## src/rtl/alu_ctrl_pipe_if.sv

```systemverilog
// Handshake and control bundle between ID/EX decode, the ALU control stage and its consumers.
// The stage itself takes the slave side; whoever drives ops and drains results takes master.
interface alu_ctrl_pipe_if #(
   parameter int CTRL_W = 4
);
   logic              up_valid;
   logic              up_ready;
   logic [5:0]        funct;
   logic [2:0]        alu_op;
   logic              dn_valid;
   logic              dn_ready;
   logic [CTRL_W-1:0] alu_ctrl;
   logic              reg_write;
   logic              jr;
   logic              hilo_we;
   logic              md_start;
   logic              md_busy;
   logic              illegal;

   modport slave (
      input  up_valid, funct, alu_op, dn_ready,
      output up_ready, dn_valid, alu_ctrl, reg_write, jr, hilo_we, md_start, md_busy, illegal
   );

   modport master (
      output up_valid, funct, alu_op, dn_ready,
      input  up_ready, dn_valid, alu_ctrl, reg_write, jr, hilo_we, md_start, md_busy, illegal
   );
endinterface

```

## src/rtl/alu_ctrl_pipe.sv

```systemverilog
// Registered ALU control stage: decodes ALUOp/funct into a one-slot output bundle and
// sequences multi-cycle mult/div through an IDLE/BUSY FSM with a down-counter.
module alu_ctrl_pipe #(
   parameter int CTRL_W = 4,
   parameter int MD_LAT = 4,
   parameter int CNT_W  = 3
) (
   input logic            clk_i,
   input logic            rst_i,
   alu_ctrl_pipe_if.slave bus
);

   localparam logic [CTRL_W-1:0] OP_AND  = CTRL_W'(4'b0000);
   localparam logic [CTRL_W-1:0] OP_OR   = CTRL_W'(4'b0001);
   localparam logic [CTRL_W-1:0] OP_ADD  = CTRL_W'(4'b0010);
   localparam logic [CTRL_W-1:0] OP_SUB  = CTRL_W'(4'b0110);
   localparam logic [CTRL_W-1:0] OP_SLT  = CTRL_W'(4'b0111);
   localparam logic [CTRL_W-1:0] OP_MULT = CTRL_W'(4'b1000);
   localparam logic [CTRL_W-1:0] OP_DIV  = CTRL_W'(4'b1001);
   localparam logic [CTRL_W-1:0] OP_MFHI = CTRL_W'(4'b1010);
   localparam logic [CTRL_W-1:0] OP_MFLO = CTRL_W'(4'b1011);

   typedef enum logic {IDLE, BUSY} state_t;

   state_t            state, state_nxt;
   logic [CNT_W-1:0]  cnt, cnt_nxt;
   logic [CTRL_W-1:0] md_ctrl;
   logic [CTRL_W-1:0] dec_ctrl;
   logic              dec_rw, dec_jr, dec_illegal, dec_md;
   logic              slot_free, accept, load_single, load_md;

   // Combinational decode of the op presented upstream.
   always_comb begin
      // NOTE: every comb output gets a default first so no path leaves it unassigned (no latch).
      dec_ctrl    = '0;
      dec_rw      = 1'b0;
      dec_jr      = 1'b0;
      dec_illegal = 1'b0;
      dec_md      = 1'b0;
      case (bus.alu_op)
         3'b000, 3'b011: begin dec_ctrl = OP_ADD; dec_rw = 1'b1; end
         3'b001, 3'b101: dec_ctrl = OP_SUB;
         3'b100:         begin dec_ctrl = OP_SLT; dec_rw = 1'b1; end
         3'b110:         begin dec_ctrl = OP_AND; dec_rw = 1'b1; end
         3'b111:         begin dec_ctrl = OP_OR;  dec_rw = 1'b1; end
         3'b010: begin
            case (bus.funct)
               6'b100000: begin dec_ctrl = OP_ADD;  dec_rw = 1'b1; end
               6'b100010: begin dec_ctrl = OP_SUB;  dec_rw = 1'b1; end
               6'b100100: begin dec_ctrl = OP_AND;  dec_rw = 1'b1; end
               6'b100101: begin dec_ctrl = OP_OR;   dec_rw = 1'b1; end
               6'b101010: begin dec_ctrl = OP_SLT;  dec_rw = 1'b1; end
               6'b001000: begin dec_ctrl = OP_ADD;  dec_jr = 1'b1; end
               6'b010000: begin dec_ctrl = OP_MFHI; dec_rw = 1'b1; end
               6'b010010: begin dec_ctrl = OP_MFLO; dec_rw = 1'b1; end
               6'b011000: begin dec_ctrl = OP_MULT; dec_md = 1'b1; end
               6'b011010: begin dec_ctrl = OP_DIV;  dec_md = 1'b1; end
               default:   dec_illegal = 1'b1;
            endcase
         end
         default: ;
      endcase
   end

   assign slot_free = !bus.dn_valid || bus.dn_ready;
   assign accept    = bus.up_valid && bus.up_ready;

   // FSM state register.
   always_ff @(posedge clk_i) begin
      // NOTE: sequential state uses non-blocking assignments so every flop samples pre-edge values.
      if (rst_i) begin
         state   <= IDLE;
         cnt     <= '0;
         md_ctrl <= '0;
      end else begin
         state <= state_nxt;
         cnt   <= cnt_nxt;
         if (accept && dec_md) md_ctrl <= dec_ctrl;
      end
   end

   // FSM next state: count down from MD_LAT-1, then wait at zero until the slot frees.
   always_comb begin
      state_nxt = state;
      cnt_nxt   = cnt;
      load_md   = 1'b0;
      case (state)
         IDLE: begin
            if (accept && dec_md) begin
               state_nxt = BUSY;
               cnt_nxt   = CNT_W'(MD_LAT - 1);
            end
         end
         BUSY: begin
            if (cnt != '0) begin
               cnt_nxt = cnt - CNT_W'(1);
            end else if (slot_free) begin
               load_md   = 1'b1;
               state_nxt = IDLE;
            end
         end
         default: state_nxt = IDLE;
      endcase
   end

   // FSM outputs; busy covers the BUSY cycles after the start pulse.
   always_comb begin
      bus.up_ready = slot_free && (state == IDLE) && !rst_i;
      bus.md_busy  = (state == BUSY) && !bus.md_start;
      load_single  = accept && !dec_md;
   end

   // Output bundle slot: holds while stalled, fields persist after drain except hilo_we.
   always_ff @(posedge clk_i) begin
      if (rst_i) begin
         bus.dn_valid  <= 1'b0;
         bus.alu_ctrl  <= '0;
         bus.reg_write <= 1'b0;
         bus.jr        <= 1'b0;
         bus.hilo_we   <= 1'b0;
         bus.illegal   <= 1'b0;
         bus.md_start  <= 1'b0;
      end else begin
         bus.md_start <= accept && dec_md;
         if (load_single) begin
            bus.dn_valid  <= 1'b1;
            bus.alu_ctrl  <= dec_ctrl;
            bus.reg_write <= dec_rw;
            bus.jr        <= dec_jr;
            bus.illegal   <= dec_illegal;
            bus.hilo_we   <= 1'b0;
         end else if (load_md) begin
            bus.dn_valid  <= 1'b1;
            bus.alu_ctrl  <= md_ctrl;
            bus.reg_write <= 1'b0;
            bus.jr        <= 1'b0;
            bus.illegal   <= 1'b0;
            bus.hilo_we   <= 1'b1;
         end else if (bus.dn_ready) begin
            bus.dn_valid <= 1'b0;
            bus.hilo_we  <= 1'b0;
         end
      end
   end

endmodule

```

## src/flat_wrapper.sv

```systemverilog
// flat-port wrapper written by rule: the top's interface ports become plain ports
module alu_ctrl_pipe_flat 
#(
   parameter int CTRL_W = 4,
   parameter int MD_LAT = 4,
   parameter int CNT_W  = 3
)
  (clk_i, rst_i, bus_up_valid, bus_funct, bus_alu_op, bus_dn_ready, bus_up_ready, bus_dn_valid, bus_alu_ctrl, bus_reg_write, bus_jr, bus_hilo_we, bus_md_start, bus_md_busy, bus_illegal);
  alu_ctrl_pipe_if #(.CTRL_W(CTRL_W)) bus_i ();
  input logic clk_i;
  input logic rst_i;
  input wire logic [$bits(bus_i.up_valid)-1:0] bus_up_valid;
  input wire logic [$bits(bus_i.funct)-1:0] bus_funct;
  input wire logic [$bits(bus_i.alu_op)-1:0] bus_alu_op;
  input wire logic [$bits(bus_i.dn_ready)-1:0] bus_dn_ready;
  output wire logic [$bits(bus_i.up_ready)-1:0] bus_up_ready;
  output wire logic [$bits(bus_i.dn_valid)-1:0] bus_dn_valid;
  output wire logic [$bits(bus_i.alu_ctrl)-1:0] bus_alu_ctrl;
  output wire logic [$bits(bus_i.reg_write)-1:0] bus_reg_write;
  output wire logic [$bits(bus_i.jr)-1:0] bus_jr;
  output wire logic [$bits(bus_i.hilo_we)-1:0] bus_hilo_we;
  output wire logic [$bits(bus_i.md_start)-1:0] bus_md_start;
  output wire logic [$bits(bus_i.md_busy)-1:0] bus_md_busy;
  output wire logic [$bits(bus_i.illegal)-1:0] bus_illegal;
  assign bus_i.up_valid = bus_up_valid;
  assign bus_i.funct = bus_funct;
  assign bus_i.alu_op = bus_alu_op;
  assign bus_i.dn_ready = bus_dn_ready;
  assign bus_up_ready = bus_i.up_ready;
  assign bus_dn_valid = bus_i.dn_valid;
  assign bus_alu_ctrl = bus_i.alu_ctrl;
  assign bus_reg_write = bus_i.reg_write;
  assign bus_jr = bus_i.jr;
  assign bus_hilo_we = bus_i.hilo_we;
  assign bus_md_start = bus_i.md_start;
  assign bus_md_busy = bus_i.md_busy;
  assign bus_illegal = bus_i.illegal;
  alu_ctrl_pipe #(.CTRL_W(CTRL_W), .MD_LAT(MD_LAT), .CNT_W(CNT_W)) u_core (.clk_i(clk_i), .rst_i(rst_i), .bus(bus_i));
endmodule
```

## config.mk

```make
export PLATFORM = sky130hd
export DESIGN_NAME = alu_ctrl_pipe_flat
export DESIGN_NICKNAME = d
export VERILOG_FILES = /design/src/rtl/alu_ctrl_pipe_if.sv /design/src/rtl/alu_ctrl_pipe.sv /design/src/flat_wrapper.sv
export SDC_FILE = /design/constraint.sdc
export NUM_CORES = 1
export LEC_CHECK = 0
export BUFFER_PORTS_ARGS = -buffer_cell sky130_fd_sc_hd__buf_2
export CORE_MARGIN = 4
export CORE_UTILIZATION = 33
export DETAILED_ROUTE_END_ITERATION = 6
export SETUP_SLACK_MARGIN = 0.05
export SLEW_MARGIN = 15
export SYNTH_ARGS = -nofsm -noshare
export SYNTH_HDL_FRONTEND = slang
export SYNTH_SLANG_ARGS = --single-unit
```

## constraint.sdc

```tcl
create_clock -name clk_i -period 4 [get_ports clk_i]
set_input_delay 0.8 -clock clk_i [delete_from_list [all_inputs] [get_ports clk_i]]
set_output_delay 0.8 -clock clk_i [all_outputs]
set_load 0.005 [all_outputs]
```

After elaboration in Yosys (flattened, before gate mapping). Index checks and enable logic that the tools add are counted.

Memories kept: 0. Bits in latches: 0. Memory bits (writable): 0. Output and inout port bits: 12. Bits in registers: 18. Bits in read-only memories: 0.

Divide/modulo/power cells: 0. Bitwise logic cells: 1. Multiplexer cells: 29. Shift-type cells: 0. $add $sub $neg: 1. $mul: 0. Reduce and logical (&&, ||, !) cells: 25. Equality and inequality tests: 19. $lt $le $gt $ge: 0.

Operators with widths (count): one-hot mux 4 bit (8 select lines) (1); equality test 6 bit, second input constant (5); equality test 6 x 5 -> 1 bit, second input constant (4); one-hot mux 4 bit (6 select lines) (1); two-way mux 1 bit (20); equality test 3 bit, second input constant (4); OR reduction 10 bit (1); OR reduction 2 bit (5); two-way mux 4 bit (2); OR reduction 7 bit (1); equality test 3 x 2 -> 1 bit, second input constant (2); equality test 6 x 4 -> 1 bit, second input constant (1); logical AND 1 bit (6); two-way mux 3 bit (2); one-hot mux 3 bit (2 select lines) (1); nonzero test 3 bit (2); OR reduction 5 bit (1); zero test 1 bit (4); one-hot mux 1 bit (2 select lines) (2); nonzero test 2 bit (2); equality test 3 x 1 -> 1 bit, second input constant (1); zero test 3 bit (1); subtractor 3 x 1 -> 3 bit, second input constant (1); != test 2 x 1 -> 1 bit, second input constant (1); 4 further kinds (4).

Depth between registers and ports, before layout. Gate-level depths: netlist of the first run.

Depth after elaboration: 8. Mapped depth: 8. Gate-level depth less buffers: 8.

Least setup slack after synthesis of the first run. Ideal clock, no wire load.

Path type: input port to flip-flop. Start point: input bus_alu_op[2]. End point: register u_core.cnt[2]. Setup slack: 1.728 ns. Arrival: 2.155 ns. Library setup time: 0.117 ns. Stages: 5. Cells stage by stage: or3b_4 > or4_4 > nor2_4 > o21ai_2 > a32o_1.

Cells in the longest elaborated chain, start to end: 5.

RTL lines: from (decl) (line flat_wrapper.sv:14) `input wire logic [$bits(bus_i.alu_op)-1:0] bus_alu_op;`; equality test 3 x 2 -> 1 bit (line alu_ctrl_pipe.sv:40) `case (bus.alu_op)`; two-way mux 1 bit (line alu_ctrl_pipe.sv:40); logical AND 1 bit (line alu_ctrl_pipe.sv:89) `if (accept && dec_md) begin`; != test 2 x 1 -> 1 bit (no line); AND reduction 2 bit (no line); to (signal assigned) (line alu_ctrl_pipe.sv:77) `cnt <= cnt_nxt;`; to (decl) (line alu_ctrl_pipe.sv:26) `logic [CNT_W-1:0] cnt, cnt_nxt;`.

No other way between the ends. A chain may end at the register's enable or synchronous reset.

Worst setup path after layout of the first run. Same ends and word-level chain as after synthesis.

==> results.toml, run 1 <==
[synthesis]
synth_edf_count = 0
synth.yosys.seq_area_share_pct = 35.6
synth_area_sq_um = 1010
synth_top_cells_by_area = "dfxtp_1 36%, nor2_1 6.3%, nor2b_1 3.7%, nand2_1 3.3%, a221oi_2 3.0%"
synth_most_common_cell = "dfxtp_1"
syn_inst = 121
synth_area_per_cell_sq_um = 8.37
synth-xor-area-share_pct = 0.865
synth_compound_area_share_pct = 20.1
synth_top_area_share_pct = 35.6
synth_seq_cells = 18
ys.flop_type = "dfxtp_1"
synth_nets = 136
synth_top_family_by_area = "simple AND/OR/NAND/NOR gates"
synth_mux_area_share_pct = 0.989
ys_types = 42
yosysWarnings = 0
synth_common_cells = "18 x dfxtp_1, 17 x nor2_1, 9 x nand2_1"
async_reset_ff_share_pct = 0
synth.largest_area_cell = "dfxtp_1"
synthSimpleGateAreaFrac_pct = 34.6
synth_adder_area_share_pct = 2.47

[global_routing]
grt-ovfl-total = 0
grt_max_degree = 18
antenna_found_initial = 0
grt_pass1_wl_um = 3950
grt_usage_pct = 12.2
grt_pass1_vias = 898

[cts]
cts_made_buffers = 3
clk_pin_slew_ns = 0.10
clockRootBuffer = "clkbuf_4"
clock_sinks = 18
clk-insertion-delay-late_ns = 0.29
htreeDepth = 1
cts.hold.buffers_added = 0
cts_buffer_depth = 2
cts_tree = "yes"
cts-resized-gates = 0
post-cts-setup-buffers = 0

[floorplan]
rows = 19
die_y_um = 63.4
core_area_sq_um = 2850
ios = 25
initial_core_util_pct = 35.5
die_w_um = 63.4
dieArea_sq_um = 4020

[timing]
maxSlewViolCount = 0
period_needed_ns = 2.17
rsz0062_at_grt = "no"
relSlewSlack_pct = 76.5
finalSetupViolCount = 0
tns_ns = 0
fin_ws_ns = 1.83
clock.fmax_ghz = 0.462
worst_hold_slack_ns = 0.488
min_period_over_period_pct = 54.1
worst_slew_pin_slew_ns = 0.352
hold_viol = 0
fin_skew_ns = 0.00184

[final_layout]
num-nets-final = 160
diodes = 0
syn_to_final_growth_pct = 16.2
post-route-util_pct = 41.2
fin_cells = 175
drive_gt1_share_pct = 26.4
final_area_sq_um = 1180

[drt]
first_pass_iters = 4
drc = 0
drt_iter0_drc = 26
ant_nets = 0
drt_wl_total_um = 2250
vias = 944
via_per_inst = 5.39
wire_per_inst_um = 12.9

[setup_path]
required_ns = 4.20
cp.arrival_ns = 2.36
crit_fanout = 8
crit_path_end_kind = "flop"
reg2reg_depth = 8
startpoint_type = "input pin"
r2r_start = "u_core.cnt[0]"
path_class = "input pin to flop"
regToRegEndpoint = "u_core.bus.alu_ctrl[1]"
reg2reg_slack_ns = 2.46

[outcome]
status = "completed"

[min_path]
hold_path_depth = 2
hp-start = "u_core.cnt[1]"
hold_end = "u_core.cnt[1]"
hp-class = "flop to flop"

[place]
globalplace.congestion = 0.873
postPlaceCellArea_sq_um = 1140
port_buffers = 24
dp_hpwl_um = 1750
place_worst_setup_slack_ns = 1.51
dp.cells = 171

[power_and_ir_drop]
p_leak_nw = 0.488
pwr_density_cell_nw_per_um2 = 295
power_uw = 347
vdd_drop_max_v = 0.0000983

[flow_run]
max_cap_viol_count = 0
-- routing by layer --
layer | global-route usage, % | wire, um | up-vias
met5 | 0 | 0 | -
li1 | - | - | 479
met1 | 15.4 | 1070 | 427
met3 | 2.13 | 144 | 5
met2 | 19.8 | 982 | 33
met4 | 6.47 | 55 | 0
-- power breakdown --
group	internal (mW)	switching (mW)	total, mW
logic	0.0214	0.0289	0.0503
clock network	0.0555	0.0558	0.111
registers	0.183	0.00218	0.186
-- placed cells by master, fill, tap and decap left out, types with 3 or more instances in the layout --
master     n
nand2b_1   4
inv_1      6
nor3_1     3
buf_2     24
dfxtp_1   18
nor2b_1    6
nand2_1    9
clkbuf_4   3
nand3_1    3
nor2_1    17
a21oi_1    4
and3_1     3
nor3b_1    4
a31oi_1    3
-- cell families (layout without fill, tap and decap cells) --
family	count (synthesis)	in the layout
buffers and inverters	11	34
XOR/XNOR	1	1
AO/OA/AOI/OAI	26	26
AND/OR/NAND/NOR	62	62
adder cells (fa/ha/maj)	2	2
multiplexers	1	1
flip-flops	18	18
-- worst max path at each step --
stage	startpoint	end
after floorplan	bus_alu_op[2]	u_core.cnt[2]
after global placement	bus_alu_op[2]	u_core.cnt[2]
after detailed placement	bus_alu_op[2]	u_core.cnt[2]
after CTS	bus_alu_op[2]	u_core.cnt[2]
after global routing	bus_alu_op[2]	u_core.cnt[2]
final	bus_alu_op[2]	u_core.cnt[2]
-- sequential cells by signal (all words and copies together) (netlist names) --
name                  cells
u_core.bus.alu_ctrl       4
u_core.bus.dn_valid       1
u_core.bus.md_start       1
u_core.state              1
u_core.bus.jr             1
u_core.bus.hilo_we        1
u_core.md_ctrl            4
u_core.cnt                3
u_core.bus.reg_write      1
u_core.bus.illegal        1
-- critical path, stage by stage --
cell and delay (ns):
buf_2 0.12, or3b_4 0.42, or4_4 0.47, nor2_4 0.19, o21ai_2 0.10, a32o_1 0.26
-- final cells by class --
type / count / area [sq um]
fillers: 297 / 1680
multi-input cells: 92 / 598
flip-flops and latches: 18 / 360
repair buffers: 24 / 120
well taps: 31 / 38.8
clock buffers: 4 / 36.3
inverters: 6 / 22.5
No activity file was read; power rests on OpenSTA's default activity.
==> inputs of run 2 (changes only) <==
==> constraint.sdc (replaced) <==
create_clock -name clk_i -period 1.8 [get_ports clk_i]
set_input_delay 0.36 -clock clk_i [delete_from_list [all_inputs] [get_ports clk_i]]
set_output_delay 0.36 -clock clk_i [all_outputs]
set_load 0.005 [all_outputs]
==> run 2 against run 1 <==
- hold slack worse by 0.055 ns
- clock power grew 120%
- via count increased by 7.3%
- sequential share of layout area down 3.0 points
- power increased by 130%
- clock-buffer cell count did not move
- flip-flop and latch count unchanged
- critical endpoint is now u_core.state
- non-clock buffer count increased by 17
- critical path depth increased by 1
- cell count up 9.7%
- sequential power is 120% higher
==> results.toml, run 2 (synthesized netlist as in run 1, its figures left out) <==
[place]
port_buffers = 24
globalplace.congestion = 0.833
place_worst_setup_slack_ns = -0.114
dp_hpwl_um = 1960
postPlaceCellArea_sq_um = 1270

[setup_path]
crit_path_end_kind = "flop"
crit_fanout = 6
critPathCapture = "u_core.state"
critical_path.max_stage_delay_ns = 0.47
cp.arrival_ns = 1.82
reg2reg_depth = 7
cp_num_buf_inv = 2
path_class = "input pin to flop"
reg2reg_slack_ns = 0.28
critPathTopFamily = "simple AND/OR/NAND/NOR gates"
cp_slowest_cell = "or4_4"
cp.depth = 7
cp-startpoint = "bus_alu_op[2]"
startpoint_type = "input pin"
regToRegEndpoint = "u_core.bus.alu_ctrl[0]"
r2r_start = "u_core.cnt[0]"
crit_chain = "buf_2 -> or3b_4 -> or4_4 -> nor2_4 -> buf_4 -> nor2_1 -> nor3_1"
required_ns = 2.02

[outcome]
status = "completed"

[timing]
worst_slew_pin_slew_ns = 0.313
fin_skew_ns = 0.000877
rsz0062_at_grt = "no"
hold_viol = 0
maxSlewViolCount = 0
period_needed_ns = 1.60
relSlewSlack_pct = 79.0
worst_hold_slack_ns = 0.433
clock.fmax_ghz = 0.626
fin_ws_ns = 0.202
min_period_over_period_pct = 88.8
finalSetupViolCount = 0

[cts]
htreeDepth = 1
clk_pin_slew_ns = 0.09
cts_tree = "yes"
clk-insertion-delay-late_ns = 0.30
cts-resized-gates = 0
cts.hold.buffers_added = 0
cts_made_buffers = 3
clockRootBuffer = "clkbuf_4"
post-cts-setup-buffers = 0
clock_sinks = 18
cts_buffer_depth = 2

[global_routing]
antenna_found_initial = 0
grt_max_degree = 17
grt-ovfl-total = 0
grt_pass1_wl_um = 4130
grt_pass1_vias = 966
grt_usage_pct = 12.6

[min_path]
hold_path_depth = 3
hp-class = "input pin to flop"

[floorplan]
dieArea_sq_um = 4020
ios = 25
initial_core_util_pct = 35.5
rows = 19
core_area_sq_um = 2850
die_w_um = 63.4
die_y_um = 63.4

[final_layout]
diodes = 0
final_common_cell = "buf_2"
layout_common_cells = "24 x buf_2, 18 x dfxtp_1, 17 x nor2_1, 17 x buf_4, 9 x nand2_1"
final_area_sq_um = 1300
reg_top3 = "u_core.bus.alu_ctrl x4, u_core.md_ctrl x4, u_core.cnt x3"
drive_gt1_share_pct = 34.2
post-route-util_pct = 45.7
syn_to_final_growth_pct = 28.8
num-nets-final = 177

[drt]
drc = 0
drt_wl_total_um = 2450
vias = 1013
wire_per_inst_um = 12.8
drt_iter0_drc = 39
ant_nets = 0
via_per_inst = 5.28
first_pass_iters = 4

[power_and_ir_drop]
p_leak_nw = 0.568
vdd_drop_max_v = 0.000223
power_uw = 798
pwr_density_cell_nw_per_um2 = 612

[flow_run]
max_cap_viol_count = 0
run 2: cell types whose count changed in the layout (fill, tap and decap cells not counted):
cell   change
buf_4     +17
run 2: worst reg2reg max path: cells and delay by family, from the launching register on:
kind | cells | cell delay [ns]
fa+ha+maj | 2 | 0.35
compound gates | 1 | 0.26
flops | 1 | 0.33
buf+inv | 1 | 0.07
simple gates | 3 | 0.43
run 2: worst min path at each step:
stage                           start                 end  slack, ns
floorplan               u_core.cnt[0]       u_core.cnt[0]       0.45
global placement    u_core.md_ctrl[2]   u_core.md_ctrl[2]       0.46
detailed placement  u_core.md_ctrl[2]   u_core.md_ctrl[2]       0.47
CTS                      bus_dn_ready  u_core.bus.hilo_we       0.44
global route                    rst_i       u_core.cnt[1]       0.45
finish                   bus_dn_ready  u_core.bus.hilo_we       0.43
run 2: report_power, final:
part | leakage (nW) | total [mW] | internal, mW | switching (mW)
sequential | 0.146 | 0.412 | 0.407 | 0.00439
combinational | 0.401 | 0.141 | 0.0700 | 0.0706
clock | 0.0210 | 0.246 | 0.124 | 0.122
run 2: metrics by stage:
stage	std cells	TNS [ns]
after floorplan	121	-0.0318
after global placement	188	-0.442
after detailed placement	188	-0.633
after CTS	192	0
after global routing	192	0
final	192	0
run 2: routing by layer:
metal | global-route usage (%) | up-vias | part of all wire [%]
li1 | - | 515 | -
met1 | 15.3 | 458 | 42
met2 | 21.3 | 35 | 49
met3 | 1.60 | 5 | 6.1
met4 | 7.28 | 0 | 2.7
met5 | 0 | - | 0
run 2: layout make-up:
type	count	area, sq um
clock buffers	4	36.3
repair buffers	41	248
multi-input cells	92	598
inverters	6	22.5
flip-flops and latches	18	360
fillers	292	1550
well taps	31	38.8
==> inputs of run 3 (changes only) <==
--- a/config.mk
+++ b/config.mk
@@ -9,6 +9,7 @@
 export CORE_MARGIN = 4
 export CORE_UTILIZATION = 33
 export DETAILED_ROUTE_END_ITERATION = 6
+export RECOVER_POWER = 50
 export SETUP_SLACK_MARGIN = 0.05
 export SLEW_MARGIN = 15
 export SYNTH_ARGS = -nofsm -noshare
==> run 3 against run 2 <==
- first-iteration DRC count increased by 21%
- non-clock buffer count unchanged
- sequential share of layout area increased by 0.24 points
- utilization decreased by 0.39 points
- flip-flop and latch count unchanged
- clock-buffer cell count unchanged
- routed wire length increased by 0.69%
- critical path type unchanged
- highest routed layer unchanged
==> results.toml, run 3 (synthesized netlist as in run 1, its figures left out) <==
[cts]
cts_buffer_depth = 2
cts_tree = "yes"
clk_pin_slew_ns = 0.09
clockRootBuffer = "clkbuf_4"
post-cts-setup-buffers = 0
htreeDepth = 1
cts-resized-gates = 0
cts_made_buffers = 3
clock_sinks = 18
cts.hold.buffers_added = 0
clk-insertion-delay-late_ns = 0.30

[floorplan]
core_area_sq_um = 2850
die_y_um = 63.4
ios = 25
initial_core_util_pct = 35.5
rows = 19
dieArea_sq_um = 4020
die_w_um = 63.4

[drt]
first_pass_iters = 4
drt_iter0_drc = 47
vias = 1002
drt_wl_total_um = 2470
wire_per_inst_um = 12.9
drc = 0
via_per_inst = 5.22
ant_nets = 0

[timing]
fin_skew_ns = 0.00388
relSlewSlack_pct = 75.5
maxSlewViolCount = 0
worst_slew_pin_slew_ns = 0.364
hold_viol = 0
clock.fmax_ghz = 0.598
finalSetupViolCount = 0
min_period_over_period_pct = 93.0
worst_hold_slack_ns = 0.436
rsz0062_at_grt = "no"
period_needed_ns = 1.67

[place]
globalplace.congestion = 0.833
dp.cells = 188
port_buffers = 24
dp_hpwl_um = 1960
postPlaceCellArea_sq_um = 1270

[power_and_ir_drop]
vdd_drop_max_v = 0.000223
seqPwrFrac_pct = 51.5
share_comb_of_total_power_pct = 17.4
p_sw_uw = 201
p_clk_share_pct = 31.1
pwr_density_cell_nw_per_um2 = 619
p_leak_nw = 0.543
p_int_uw = 600
p_sw_share_pct = 25.1

[final_layout]
drive_gt1_share_pct = 29.8
multiInputGateArea_sq_um = 594
layout_common_cells = "18 x buf_2, 18 x dfxtp_1, 17 x nor2_1, 17 x buf_4, 9 x nand2_1"
syn_to_final_growth_pct = 27.7
diodes = 0
num-nets-final = 177
fin_cells = 192
nFillCells = 298
final_area_sq_um = 1290
regArea_sq_um = 360
reg_top3 = "u_core.bus.alu_ctrl x4, u_core.md_ctrl x4, u_core.cnt x3"

[setup_path]
cp-startpoint = "bus_alu_op[2]"
crit_fanout = 3
startpoint_type = "input pin"
crit_path_end_kind = "flop"
r2r_start = "u_core.cnt[0]"
required_ns = 2.00
path_class = "input pin to flop"
cp.arrival_ns = 1.87

[global_routing]
grt_pass1_vias = 966
grt_max_degree = 17
grt_pass1_wl_um = 4130
grt-ovfl-total = 0
antenna_found_initial = 0
grt_usage_pct = 12.6

[outcome]
status = "completed"

[min_path]
hp-start = "bus_dn_ready"
hp-class = "input pin to flop"

[flow_run]
max_cap_viol_count = 0
[run 3: changes by cell type in the layout (fill, tap and decap cells not counted)]
cell      delta
buf_2        -6
clkbuf_1     +6
o21ai_0      +1
o21ai_2      -1
[run 3: through the flow]
| step | setup WS, ns | utilization (%) | TNS (ns) | total power, mW |
|---|---|---|---|---|
| after detailed placement | -0.114 | 44.4 | -0.633 | 0.561 |
| after global placement | -0.0880 | 44.4 | -0.442 | 0.559 |
| after floorplan | -0.0318 | - | -0.0318 | 0.493 |
| final | 0.127 | 45.3 | 0 | 0.800 |
| after CTS | 0.208 | 45.7 | 0 | 0.808 |
| after global routing | 0.0651 | 45.3 | 0 | 0.845 |
[run 3: power by group through the flow]
stage / Combinational [mW] / Clock [mW] / Sequential (mW)
2_1_floorplan: 0.0709 / 0 / 0.422
3_3_place_gp: 0.138 / 0 / 0.421
3_5_place_dp: 0.140 / 0 / 0.421
4_1_cts: 0.141 / 0.255 / 0.412
5_1_grt: 0.155 / 0.277 / 0.414
6_report: 0.139 / 0.249 / 0.412
[run 3: layer usage]
| layer | vias to the layer above | GRT usage (%) | share of wire [%] |
|---|---|---|---|
| met5 | - | 0 | 0 |
| met4 | 0 | 7.28 | 2.7 |
| met3 | 5 | 1.60 | 4.7 |
| met2 | 28 | 21.3 | 48 |
| met1 | 454 | 15.3 | 45 |
| li1 | 515 | - | - |
[run 3: final timing paths]
kind	to	slack, ns	depth (start not counted)
setup / recovery	u_core.cnt[2]	0.13	6
hold / removal	u_core.bus.hilo_we	0.44	3
setup reg to reg	u_core.bus.alu_ctrl[0]	0.28	7
hold reg to reg	u_core.md_ctrl[2]	0.48	1
[run 3: layout make-up]
class	count	area share, %
tap	31	3.00
multi-input combinational	92	46.0
timing repair buffer	41	18.6
inverter	6	1.74
clock buffer	4	2.81
sequential	18	27.9
[run 3: critical path: stages]
cell and delay (ns):
buf_2 0.10, or3b_4 0.38, or4_4 0.47, nor2_4 0.11
o21ai_0 0.15, a32o_1 0.30
